## src/rtl/multi_channel_fifo_queue_pkg.sv

```systemverilog
// Shared constants and types for the multi-channel FIFO queue: default sizes,
// storage-type selectors and the grant state encoding.
package multi_channel_fifo_queue_pkg;

    localparam int DEFAULT_NUM_CHANNELS     = 4;
    localparam int DEFAULT_CHANNEL_ID_WIDTH = 2;
    localparam int DEFAULT_QUEUE_SIZE       = 16;
    localparam int DEFAULT_PTR_WIDTH        = 4;
    localparam int DEFAULT_ENTRY_WIDTH      = 32;

    localparam string STORAGE_LUTRAM   = "LUTRAM";
    localparam string STORAGE_REGISTER = "REGISTER";

    typedef enum logic {
        GRANT_IDLE   = 1'b0,
        GRANT_ACTIVE = 1'b1
    } grant_state_e;

    function automatic int wrap_inc(input int value, input int modulus);
        return (value + 1) % modulus;
    endfunction

endpackage

```

## src/rtl/multi_channel_fifo_queue_if.sv

```systemverilog
// Bundle of the per-channel input handshake, shared output port, flush and
// status signals of the multi-channel FIFO queue.
interface multi_channel_fifo_queue_if
    import multi_channel_fifo_queue_pkg::*;
#(
    parameter int NUM_CHANNELS               = DEFAULT_NUM_CHANNELS,
    parameter int CHANNEL_ID_WIDTH           = DEFAULT_CHANNEL_ID_WIDTH,
    parameter int QUEUE_PTR_WIDTH_IN_BITS    = DEFAULT_PTR_WIDTH,
    parameter int SINGLE_ENTRY_WIDTH_IN_BITS = DEFAULT_ENTRY_WIDTH
);
    logic [NUM_CHANNELS*SINGLE_ENTRY_WIDTH_IN_BITS-1:0]    request_in;
    logic [NUM_CHANNELS-1:0]                               request_valid_in;
    logic [NUM_CHANNELS-1:0]                               issue_ack_out;
    logic [SINGLE_ENTRY_WIDTH_IN_BITS-1:0]                 request_out;
    logic [CHANNEL_ID_WIDTH-1:0]                           request_channel_out;
    logic                                                  request_valid_out;
    logic                                                  issue_ack_in;
    logic [NUM_CHANNELS-1:0]                               flush_in;
    logic [NUM_CHANNELS-1:0]                               is_empty_out;
    logic [NUM_CHANNELS-1:0]                               is_full_out;
    logic [NUM_CHANNELS*(QUEUE_PTR_WIDTH_IN_BITS+1)-1:0]   occupancy_packed_out;

    modport master (
        output request_in, request_valid_in, issue_ack_in, flush_in,
        input  issue_ack_out, request_out, request_channel_out, request_valid_out,
        input  is_empty_out, is_full_out, occupancy_packed_out
    );

    modport slave (
        input  request_in, request_valid_in, issue_ack_in, flush_in,
        output issue_ack_out, request_out, request_channel_out, request_valid_out,
        output is_empty_out, is_full_out, occupancy_packed_out
    );
endinterface

```

## src/rtl/multi_channel_fifo_queue_storage.sv

```systemverilog
// One channel's FIFO: pointers, occupancy count and entry storage with
// write/read/flush strobes. The head entry is read asynchronously.
module multi_channel_fifo_queue_storage
    import multi_channel_fifo_queue_pkg::*;
#(
    parameter int    PTR_W        = DEFAULT_PTR_WIDTH,
    parameter int    DATA_W       = DEFAULT_ENTRY_WIDTH,
    parameter int    DEPTH        = DEFAULT_QUEUE_SIZE,
    parameter string STORAGE_TYPE = "LUTRAM"
) (
    input  logic              clk,
    input  logic              rst,
    input  logic              i_wr_en,
    input  logic [DATA_W-1:0] i_wr_data,
    input  logic              i_rd_en,
    input  logic              i_flush,
    output logic [DATA_W-1:0] o_head_data,
    output logic [PTR_W:0]    o_count
);
    localparam logic [PTR_W-1:0] PTR_ONE = PTR_W'(1);
    localparam logic [PTR_W:0]   CNT_ONE = (PTR_W+1)'(1);

    logic [PTR_W-1:0]  r_wr_ptr;
    logic [PTR_W-1:0]  r_rd_ptr;
    logic [PTR_W:0]    r_count;
    logic [DATA_W-1:0] r_mem [DEPTH];
    logic              w_wr_fire;

    assign w_wr_fire = i_wr_en & ~i_flush;

    // Flush wins over any write or pop on the same edge.
    always_ff @(posedge clk or posedge rst) begin
        if (rst) begin
            r_wr_ptr <= '0;
            r_rd_ptr <= '0;
            r_count  <= '0;
        end else if (i_flush) begin
            r_wr_ptr <= '0;
            r_rd_ptr <= '0;
            r_count  <= '0;
        end else begin
            if (i_wr_en) r_wr_ptr <= r_wr_ptr + PTR_ONE;
            if (i_rd_en) r_rd_ptr <= r_rd_ptr + PTR_ONE;
            case ({i_wr_en, i_rd_en})
                2'b10:   r_count <= r_count + CNT_ONE;
                2'b01:   r_count <= r_count - CNT_ONE;
                default: r_count <= r_count;
            endcase
        end
    end

    generate
        if (STORAGE_TYPE == STORAGE_REGISTER) begin : g_reg_storage
            always_ff @(posedge clk or posedge rst) begin
                if (rst) begin
                    for (int k = 0; k < DEPTH; k++) r_mem[k] <= '0;
                end else if (w_wr_fire) begin
                    r_mem[r_wr_ptr] <= i_wr_data;
                end
            end
        end else begin : g_lutram_storage
            always_ff @(posedge clk) begin
                if (w_wr_fire) r_mem[r_wr_ptr] <= i_wr_data;
            end
        end
    endgenerate

    assign o_head_data = r_mem[r_rd_ptr];
    assign o_count     = r_count;

endmodule

```

## src/rtl/multi_channel_fifo_queue.sv

```systemverilog
// N independent FIFOs draining through one output port under a locked
// round-robin grant, with per-channel flush and occupancy reporting.
module multi_channel_fifo_queue
    import multi_channel_fifo_queue_pkg::*;
#(
    parameter int    NUM_CHANNELS               = DEFAULT_NUM_CHANNELS,
    parameter int    CHANNEL_ID_WIDTH           = DEFAULT_CHANNEL_ID_WIDTH,
    parameter int    QUEUE_SIZE                 = DEFAULT_QUEUE_SIZE,
    parameter int    QUEUE_PTR_WIDTH_IN_BITS    = DEFAULT_PTR_WIDTH,
    parameter int    SINGLE_ENTRY_WIDTH_IN_BITS = DEFAULT_ENTRY_WIDTH,
    parameter string STORAGE_TYPE               = "LUTRAM"
) (
    input  logic                           clk_in,
    input  logic                           reset_in,
    multi_channel_fifo_queue_if.slave      bus
);
    localparam int PW = QUEUE_PTR_WIDTH_IN_BITS;
    localparam int DW = SINGLE_ENTRY_WIDTH_IN_BITS;

    grant_state_e                r_state, w_state_next;
    logic [CHANNEL_ID_WIDTH-1:0] r_grant_id, w_grant_id_next;
    logic [CHANNEL_ID_WIDTH-1:0] r_rr_ptr, w_rr_ptr_next;

    logic [NUM_CHANNELS-1:0]        w_wr;
    logic [NUM_CHANNELS-1:0]        w_rd;
    logic [NUM_CHANNELS-1:0]        w_empty;
    logic [NUM_CHANNELS-1:0]        w_full;
    logic [NUM_CHANNELS-1:0]        w_cand;
    logic [NUM_CHANNELS*(PW+1)-1:0] w_occ;
    logic [PW:0]                    w_count [NUM_CHANNELS];
    logic [DW-1:0]                  w_head  [NUM_CHANNELS];
    logic                           w_grant_flushed;
    logic                           w_pop;
    logic                           w_found;
    int                             w_start;
    int                             w_idx;

    assign w_grant_flushed = (r_state == GRANT_ACTIVE) & bus.flush_in[r_grant_id];
    assign w_pop           = (r_state == GRANT_ACTIVE) & bus.issue_ack_in & ~w_grant_flushed;

    genvar gi;
    generate
        for (gi = 0; gi < NUM_CHANNELS; gi++) begin : g_chan
            assign w_wr[gi] = bus.request_valid_in[gi] & ~w_full[gi] & ~bus.flush_in[gi];
            assign w_rd[gi] = w_pop & (r_grant_id == CHANNEL_ID_WIDTH'(gi));

            multi_channel_fifo_queue_storage #(
                .PTR_W        (PW),
                .DATA_W       (DW),
                .DEPTH        (QUEUE_SIZE),
                .STORAGE_TYPE (STORAGE_TYPE)
            ) u_storage (
                .clk         (clk_in),
                .rst         (reset_in),
                .i_wr_en     (w_wr[gi]),
                .i_wr_data   (bus.request_in[gi*DW +: DW]),
                .i_rd_en     (w_rd[gi]),
                .i_flush     (bus.flush_in[gi]),
                .o_head_data (w_head[gi]),
                .o_count     (w_count[gi])
            );

            assign w_empty[gi]              = (w_count[gi] == '0);
            assign w_full[gi]               = (w_count[gi] == (PW+1)'(QUEUE_SIZE));
            assign w_occ[gi*(PW+1) +: PW+1] = w_count[gi];
        end
    endgenerate

    always_ff @(posedge clk_in or posedge reset_in) begin
        if (reset_in) begin
            r_state    <= GRANT_IDLE;
            r_grant_id <= '0;
            r_rr_ptr   <= '0;
        end else begin
            r_state    <= w_state_next;
            r_grant_id <= w_grant_id_next;
            r_rr_ptr   <= w_rr_ptr_next;
        end
    end

    // Candidates are pre-edge non-empty channels; a channel being drained of its
    // last entry or being flushed this edge cannot win.
    always_comb begin
        w_state_next    = r_state;
        w_grant_id_next = r_grant_id;
        w_rr_ptr_next   = r_rr_ptr;
        w_found         = 1'b0;
        w_idx           = 0;
        w_cand          = ~w_empty & ~bus.flush_in;
        if (w_pop && w_count[r_grant_id] == (PW+1)'(1)) w_cand[r_grant_id] = 1'b0;
        w_start = (r_state == GRANT_IDLE) ? int'(r_rr_ptr)
                                          : wrap_inc(int'(r_grant_id), NUM_CHANNELS);

        if (w_pop) w_rr_ptr_next = CHANNEL_ID_WIDTH'(wrap_inc(int'(r_grant_id), NUM_CHANNELS));

        if (w_grant_flushed) begin
            w_state_next = GRANT_IDLE;
        end else if (r_state == GRANT_IDLE || w_pop) begin
            for (int k = 0; k < NUM_CHANNELS; k++) begin
                w_idx = (w_start + k) % NUM_CHANNELS;
                if (!w_found && w_cand[CHANNEL_ID_WIDTH'(w_idx)]) begin
                    w_found         = 1'b1;
                    w_grant_id_next = CHANNEL_ID_WIDTH'(w_idx);
                end
            end
            w_state_next = w_found ? GRANT_ACTIVE : GRANT_IDLE;
        end
    end

    assign bus.issue_ack_out        = w_wr;
    assign bus.is_empty_out         = w_empty;
    assign bus.is_full_out          = w_full;
    assign bus.occupancy_packed_out = w_occ;
    assign bus.request_valid_out    = (r_state == GRANT_ACTIVE);
    assign bus.request_channel_out  = r_grant_id;
    assign bus.request_out          = (r_state == GRANT_ACTIVE) ? w_head[r_grant_id] : '0;

endmodule

```

## src/flat_wrapper.sv

```systemverilog
// flat-port wrapper written by rule: the top's interface ports become plain ports
module multi_channel_fifo_queue_flat import multi_channel_fifo_queue_pkg::*;
#(
    parameter int    NUM_CHANNELS               = DEFAULT_NUM_CHANNELS,
    parameter int    CHANNEL_ID_WIDTH           = DEFAULT_CHANNEL_ID_WIDTH,
    parameter int    QUEUE_SIZE                 = DEFAULT_QUEUE_SIZE,
    parameter int    QUEUE_PTR_WIDTH_IN_BITS    = DEFAULT_PTR_WIDTH,
    parameter int    SINGLE_ENTRY_WIDTH_IN_BITS = DEFAULT_ENTRY_WIDTH,
    parameter string STORAGE_TYPE               = "      "
)
  (clk_in, reset_in, bus_request_in, bus_request_valid_in, bus_issue_ack_in, bus_flush_in, bus_issue_ack_out, bus_request_out, bus_request_channel_out, bus_request_valid_out, bus_is_empty_out, bus_is_full_out, bus_occupancy_packed_out);
  multi_channel_fifo_queue_if #(.NUM_CHANNELS(NUM_CHANNELS), .CHANNEL_ID_WIDTH(CHANNEL_ID_WIDTH), .QUEUE_PTR_WIDTH_IN_BITS(QUEUE_PTR_WIDTH_IN_BITS), .SINGLE_ENTRY_WIDTH_IN_BITS(SINGLE_ENTRY_WIDTH_IN_BITS)) bus_i ();
  input  logic clk_in;
  input  logic reset_in;
  input wire logic [$bits(bus_i.request_in)-1:0] bus_request_in;
  input wire logic [$bits(bus_i.request_valid_in)-1:0] bus_request_valid_in;
  input wire logic [$bits(bus_i.issue_ack_in)-1:0] bus_issue_ack_in;
  input wire logic [$bits(bus_i.flush_in)-1:0] bus_flush_in;
  output wire logic [$bits(bus_i.issue_ack_out)-1:0] bus_issue_ack_out;
  output wire logic [$bits(bus_i.request_out)-1:0] bus_request_out;
  output wire logic [$bits(bus_i.request_channel_out)-1:0] bus_request_channel_out;
  output wire logic [$bits(bus_i.request_valid_out)-1:0] bus_request_valid_out;
  output wire logic [$bits(bus_i.is_empty_out)-1:0] bus_is_empty_out;
  output wire logic [$bits(bus_i.is_full_out)-1:0] bus_is_full_out;
  output wire logic [$bits(bus_i.occupancy_packed_out)-1:0] bus_occupancy_packed_out;
  assign bus_i.request_in = bus_request_in;
  assign bus_i.request_valid_in = bus_request_valid_in;
  assign bus_i.issue_ack_in = bus_issue_ack_in;
  assign bus_i.flush_in = bus_flush_in;
  assign bus_issue_ack_out = bus_i.issue_ack_out;
  assign bus_request_out = bus_i.request_out;
  assign bus_request_channel_out = bus_i.request_channel_out;
  assign bus_request_valid_out = bus_i.request_valid_out;
  assign bus_is_empty_out = bus_i.is_empty_out;
  assign bus_is_full_out = bus_i.is_full_out;
  assign bus_occupancy_packed_out = bus_i.occupancy_packed_out;
  multi_channel_fifo_queue #(.NUM_CHANNELS(NUM_CHANNELS), .CHANNEL_ID_WIDTH(CHANNEL_ID_WIDTH), .QUEUE_SIZE(QUEUE_SIZE), .QUEUE_PTR_WIDTH_IN_BITS(QUEUE_PTR_WIDTH_IN_BITS), .SINGLE_ENTRY_WIDTH_IN_BITS(SINGLE_ENTRY_WIDTH_IN_BITS), .STORAGE_TYPE(STORAGE_TYPE)) u_core (.clk_in(clk_in), .reset_in(reset_in), .bus(bus_i));
endmodule
```

## config.mk

```make
export PLATFORM = sky130hd
export DESIGN_NAME = multi_channel_fifo_queue_flat
export DESIGN_NICKNAME = d
export VERILOG_FILES = /design/src/rtl/multi_channel_fifo_queue_pkg.sv /design/src/rtl/multi_channel_fifo_queue_if.sv /design/src/rtl/multi_channel_fifo_queue_storage.sv /design/src/rtl/multi_channel_fifo_queue.sv /design/src/flat_wrapper.sv
export SDC_FILE = /design/constraint.sdc
export NUM_CORES = 2
export LEC_CHECK = 0
export CORE_UTILIZATION = 45
export DETAILED_ROUTE_END_ITERATION = 8
export PLACE_DENSITY = 0.7
export SYNTH_ARGS = -nofsm -noshare
export SYNTH_HDL_FRONTEND = slang
export SYNTH_SLANG_ARGS = --single-unit
```

## constraint.sdc

```tcl
create_clock -name clk_in -period 10.53 [get_ports clk_in]
set_input_delay 1.053 -clock clk_in [delete_from_list [all_inputs] [get_ports clk_in]]
set_output_delay 1.053 -clock clk_in [all_outputs]
set_load 0.005 [all_outputs]
```

== Word level (Yosys, flattened, before mapping) ==
Memory sizes are Yosys's and may differ from the RTL's.
Cells that the tools add are included.

* Flip-flop bits (word level): 57
* Bits in latches: 0
* Memory bits (writable): 2048
* Bits in read-only memories: 0
* Input port bits: 139
* Output and inout port bits: 67
* Word-level logic and storage cells: 202
* Memories kept: 4

{| class="wikitable"
|+ Memory list
! memory !! depth !! width !! rd ports !! clocked after memory_dff !! write ports !! RTL line !! text
|-
| u_core.g_chan[0].u_storage.r_mem || 16 || 32 || 1 || 0 || 1 || multi_channel_fifo_queue_storage.sv:26 || <nowiki>logic [DATA_W-1:0] r_mem [DEPTH];</nowiki>
|-
| u_core.g_chan[1].u_storage.r_mem || 16 || 32 || 1 || 0 || 1 || multi_channel_fifo_queue_storage.sv:26 ||
|-
| u_core.g_chan[2].u_storage.r_mem || 16 || 32 || 1 || 0 || 1 || multi_channel_fifo_queue_storage.sv:26 ||
|-
| u_core.g_chan[3].u_storage.r_mem || 16 || 32 || 1 || 0 || 1 || multi_channel_fifo_queue_storage.sv:26 ||
|}

* Add/subtract/negate cells: 20
* Multipliers: 0
* Div/mod/pow operators: 0
* Magnitude comparators: 7
* Eq/ne operators: 16
* Shifts and indexed selects: 0
* Muxes and demuxes: 76
* Bitwise operators: 35
* Reductions and logical operators: 29

{| class="wikitable"
|+ Operators with widths
! operator !! count
|-
| $mux 32 || 3
|-
| $mux 4 || 17
|-
| $bmux 32 s2 || 1
|-
| $pmux 5 s2 || 4
|-
| $mux 1 || 33
|-
| $add 4x1->4 const B || 8
|-
| $mux 5 || 6
|-
| $add 5x1->5 const B || 4
|-
| $eq 5x5->1 const B || 4
|-
| $logic_not 5->1 || 4
|-
| $sub 5x1->5 const B || 4
|-
| $and 1x1->1 || 19
|-
| $reduce_bool 2->1 || 9
|-
| $lt 2x4->1 const B || 4
|-
| $eq 2x2->1 const B || 6
|-
| $not 4->4 || 3
|-
| $reduce_bool 3->1 || 4
|-
| $bmux 1 s2 || 5
|-
| $bmux 5 s2 || 1
|-
| $eq 2x1->1 const B || 5
|-
| $mux 2 || 5
|-
| $not 1->1 || 10
|-
| $and 4x4->4 || 2
|-
| $eq 5x1->1 const B || 1
|-
| 13 further kinds || 21
|}

== Depth between registers and ports, before layout ==
* Word-level depth: 31
* Depth in mapped cells: 15
* Gate-level depth less buffers: 13

== Cells and area by module ==
A second synthesis with hierarchy kept.

* Cell total of the unflattened synthesis: 3708
* Area total of the unflattened synthesis: 81537.0 µm²

{| class="wikitable"
|+ Modules (own cells, without submodules)
! module !! instances !! cells an instance !! area an instance (µm²) !! sequential area each (µm²)
|-
| multi_channel_fifo_queue_storage at u_core.g_chan[1].u_storage ... || 3 || 885 || 19950.4 || 15700.1
|-
| multi_channel_fifo_queue_storage at u_core.g_chan[0].u_storage || 1 || 887 || 19962.9 || 15700.1
|-
| multi_channel_fifo_queue || 1 || 166 || 1722.9 || 125.1
|}

== Worst setup path before layout ==
No wires, ideal clock.

* Kind: input to register
* Start point: input bus_flush_in[3]
* End point: memory u_core.g_chan[3].u_storage.r_mem[2][0] in the netlist's numbering (enable)
* Setup time: 0.461 ns
* Arrival time: 3.771 ns
* Required time: 10.069 ns
* Slack: 6.298 ns
* Stages on the path: 4
* Path buffers: 1
* Path through: buf_2 > nor2_1 > nand2_1 > nor3_1

* Cells in the longest elaborated chain, start to end: 5

{| class="wikitable"
|+ RTL lines
! what !! RTL line !! text
|-
| start: declaration || flat_wrapper.sv:18 || <nowiki>input wire logic [$bits(bus_i.flush_in)-1:0] bus_flush_in;</nowiki>
|-
| $not 1->1 || multi_channel_fifo_queue.sv:44 || <nowiki>assign w_wr[gi] = bus.request_valid_in[gi] & ~w_full[gi] & ~bus.flush_in[gi];</nowiki>
|-
| $and 1x1->1 || multi_channel_fifo_queue.sv:44 ||
|-
| via u_core.g_chan[3].u_storage.i_wr_en || multi_channel_fifo_queue_storage.sv:13 || <nowiki>input logic i_wr_en,</nowiki>
|-
| $and 1x1->1 || multi_channel_fifo_queue_storage.sv:29 || <nowiki>assign w_wr_fire = i_wr_en & ~i_flush;</nowiki>
|-
| $mux 1 || multi_channel_fifo_queue_storage.sv:63 || <nowiki>if (w_wr_fire) r_mem[r_wr_ptr] <= i_wr_data;</nowiki>
|-
| $mux 1 (implied by the code) || multi_channel_fifo_queue_storage.sv:63 ||
|-
| end: declaration || multi_channel_fifo_queue_storage.sv:26 ||
|}

The timed path passes the listed nets, and every way through them passes these cells.

== Worst setup path after layout ==
* Start point: register u_core.g_chan[1].u_storage.r_rd_ptr[0]
* End point: output bus_request_out[13]

* Cells in the longest elaborated chain, start to end: 5

{| class="wikitable"
|+ RTL lines
! what !! RTL line !! text
|-
| start: declaration || multi_channel_fifo_queue_storage.sv:24 || <nowiki>logic [PTR_W-1:0] r_rd_ptr;</nowiki>
|-
| start signal: assignment || multi_channel_fifo_queue_storage.sv:43 || <nowiki>if (i_rd_en) r_rd_ptr <= r_rd_ptr + PTR_ONE;</nowiki>
|-
| $mem_v2 16x32 || -- ||
|-
| $bmux 32 s2 || multi_channel_fifo_queue.sv:116 || <nowiki>assign bus.request_out = (r_state == GRANT_ACTIVE) ? w_head[r_grant_id] : '0;</nowiki>
|-
| $mux 32 (implied by the code) (2 in a row) || multi_channel_fifo_queue.sv:116 ||
|-
| $mux 32 || multi_channel_fifo_queue.sv:116 ||
|-
| end: declaration || flat_wrapper.sv:20 || <nowiki>output wire logic [$bits(bus_i.request_out)-1:0] bus_request_out;</nowiki>
|}

Every way passes these cells. The select of a mux whose other input is x is not followed.

==> reports/results.ini <==
[synth]
synth-seq-cells = 2105
synthCells = 3410
yosysWarningCount = 0
syn_area_um2 = 81600
yosysSeqAreaShare = 0.771
synth_ff_type = edfxtp_1
synth-async-reset-ratio = 0.0271
synthTopCellsByArea = edfxtp_1 75%, mux4_2 19%, dfrtp_1 1.7%
synth_top_area_frac = 0.753
synth-edff-count = 2048
synth.net_count = 3589
yosysTopAreaCell = edfxtp_1
syn_area_per_cell_um2 = 23.9
synth_cell_type_count = 48

[cells_and_area]
area_growth_pct = 15.1
layout-drive-gt1-share = 0.299
fin_cells = 6288
filler_cell_count = 13283
fin_nets = 3913
stdcell_area_um2 = 94000
utilization = 0.524

[drt]
antenna_left = 0
routedWlPerCell_um = 31.1
drtPass1Iterations = 5
drt_iter0_drc = 4180
route.vias.total = 37497
drcViolationCount = 0
wirelength_um = 196000
avgViaCountPerCell = 5.96

[clocking]
cts_tree = done
holdBufCountCts = 0
cts.path.max_buffers = 3
clk_latency_ps = 840
htree_levels = 4
cts.sinks = 2105
post_cts_resized = 0
post-cts-setup-buffers = 0
cts_inserted_buffers = 202
root_buffer = clkbuf_16
clk_pin_slew_ps = 60

[floorplan]
initial_core_util = 0.455
core_area_um2 = 179000
dieArea_um2 = 183000
die_height_um = 428
fp-row-count = 155
fp.dieW_um = 428
io_pins = 206

[placement]
dp.cells = 5885
place.gp.congestion = 0.825
place_area_um2 = 87100
hpwl_um = 113000
portBuffers = 205

[worst_setup_path]
r2r-start = u_core.bus.request_channel_out[0]$_DFFE_PP0P_
critPathMostFrequentCell = mux4_2
path_class = flip-flop to output pin
start_kind = flip-flop
arrival_ps = 5260
regToRegSetupSlack_ps = 6510
required_ps = 9480
crit_slowest_cell = dfrtp_4
endpoint_kind = output pin
max_stage_delay_ps = 1050
r2r_cells = 13
worstPathCellList = buf_4 -> mux4_2 -> mux4_2 -> mux4_2 -> and2_1 -> clkdlybuf4s50_1
r2r-end = u_core.g_chan[2].u_storage.o_count[4]$_DFFE_PP0P_
cpLargestDelayFamily = multiplexers
worst-path-buf-inv = 2
cp_max_fo = 48

[sta]
fmax_mhz = 158
setup_tns_ps = 0
finClkSkew_ps = 29.7
rsz0062_at_grt = false
finalSetupViolations = 0
fin_crit_ps = 6320
maxSlewViolCount = 0
maxSlewHeadroom = 0.248
period_share = 0.600
finalHoldViolations = 0
max_slew.worst_pin.slew_ps = 1130

[global_routing]
grt_usage = 0.215
grt_pass1_vias = 38340
overflow = 0
grt_start_max_net_pins = 117
grt_antenna_before_repair = 57
grt_pass1_wl_um = 280000

[status]
status = finished clean

[flow_run]
cap_violations = 0

[power_and_ir_drop]
p_per_area_nw_per_um2 = 198
leakage_nw = 28.5
ir_drop_mv = 0.182

[worst_hold_path]
min_path_type = primary input to asynchronous set/reset pin

Yosys cell counts (5+ instances only):
cell / number
buf_1: 34
nand2_1: 57
clkbuf_1: 92
nor2_1: 122
nand2b_1: 5
edfxtp_1: 2048
a21o_1: 7
a211oi_1: 7
buf_4: 20
mux4_2: 673
inv_1: 30
o21ai_1: 5
dfrtp_1: 57
mux2i_1: 11
buf_2: 33
and2_1: 43
a21oi_1: 19
xor2_1: 17
nor3_1: 13
xnor2_1: 22
nand4_1: 8
ha_1: 36
stage by stage:
step | power, mW | hold WS, ps | worst slack [ps]
final | 18.6 | 457 | 4210
after global routing | 19.1 | 465 | 3900
after CTS | 18.7 | 402 | 4050
after detailed placement | 11.4 | 476 | 4980
after global placement | 11.4 | 466 | 4980
after floorplan | 10.5 | 454 | 6300
cells by family after synthesis:
| kind of cell | synth area share |
|---|---|
| fa+ha+maj | 0.00650 |
| simple gates | 0.0152 |
| compound gates | 0.00440 |
| buf+inv | 0.0115 |
| mux | 0.187 |
| xor+xnor | 0.00418 |
| flops | 0.771 |
cell type report:
type / count / area [um2] / area share
clock inverters: 135 / 1590 / 0.0169
multi-input cells: 1091 / 18200 / 0.194
diodes: 25 / 62.6 / 0.000666
repair buffers: 302 / 2810 / 0.0298
flip-flops and latches: 2105 / 63000 / 0.670
clock buffers: 243 / 5260 / 0.0560
inverters: 32 / 120 / 0.00128
well taps: 2355 / 2950 / 0.0313
worst max path at each step:
stage	startpoint	endpoint	slack (ps)	depth (start not counted)
floorplan	bus_flush_in[3]	u_core.g_chan[3].u_storage.r_mem[2][0]$_DFFE_PP_	6300	4
global placement	u_core.g_chan[1].u_storage.r_rd_ptr[0]$_DFFE_PP0P_	bus_request_out[15]	4980	6
detailed placement	u_core.g_chan[1].u_storage.r_rd_ptr[0]$_DFFE_PP0P_	bus_request_out[13]	4980	6
CTS	u_core.g_chan[1].u_storage.r_rd_ptr[0]$_DFFE_PP0P_	bus_request_out[13]	4050	6
global route	u_core.g_chan[1].u_storage.r_rd_ptr[0]$_DFFE_PP0P_	bus_request_out[1]	3900	6
finish	u_core.g_chan[1].u_storage.r_rd_ptr[0]$_DFFE_PP0P_	bus_request_out[13]	4210	6
registers in the layout (all words and copies together) (netlist names):
register                          flops
u_core.g_chan.u_storage.o_count      20
u_core.g_chan.u_storage.r_wr_ptr     16
u_core.r_rr_ptr                       2
u_core.g_chan.u_storage.r_mem      2048
u_core.bus.request_valid_out          1
u_core.g_chan.u_storage.r_rd_ptr     16
u_core.bus.request_channel_out        2
per-layer routing:
| layer | up-vias | share of wire | global-route usage |
|---|---|---|---|
| met2 | 1545 | 0.51 | 0.355 |
| met1 | 20358 | 0.38 | 0.273 |
| met5 | - | 0.00057 | 0 |
| li1 | 15228 | - | - |
| met3 | 348 | 0.068 | 0.0389 |
| met4 | 18 | 0.048 | 0.110 |
report_power, final:
part / internal [mW] / switching (mW) / leakage, nW / total (mW)
Sequential: 9.29 / 0.0953 / 19.2 / 9.38
Clock: 4.28 / 3.15 / 3.34 / 7.42
Combinational: 0.858 / 0.955 / 5.98 / 1.81
Total: 14.4 / 4.20 / 28.5 / 18.6
placed cells by master, fill, tap and decap left out, drive strengths merged, types with 4 or more instances in the layout:
cell type      count
nor3              13
a21o               7
mux2i             11
nor4               4
o21ai              9
fa                 4
and2              43
diode             25
nand2             57
clkinv            89
xnor2             22
clkdlybuf4s50    205
clkinvlp           9
ha                36
inv               41
a21oi             19
buf               97
edfxtp          2048
nand2b             5
xor2              17
dfrtp             57
a211oi             8
nor2b              4
nand4              8
clkbuf           243
nand3              4
bufinv            28
mux4             673
nor2             123
Power figures use the tool's default switching activity.
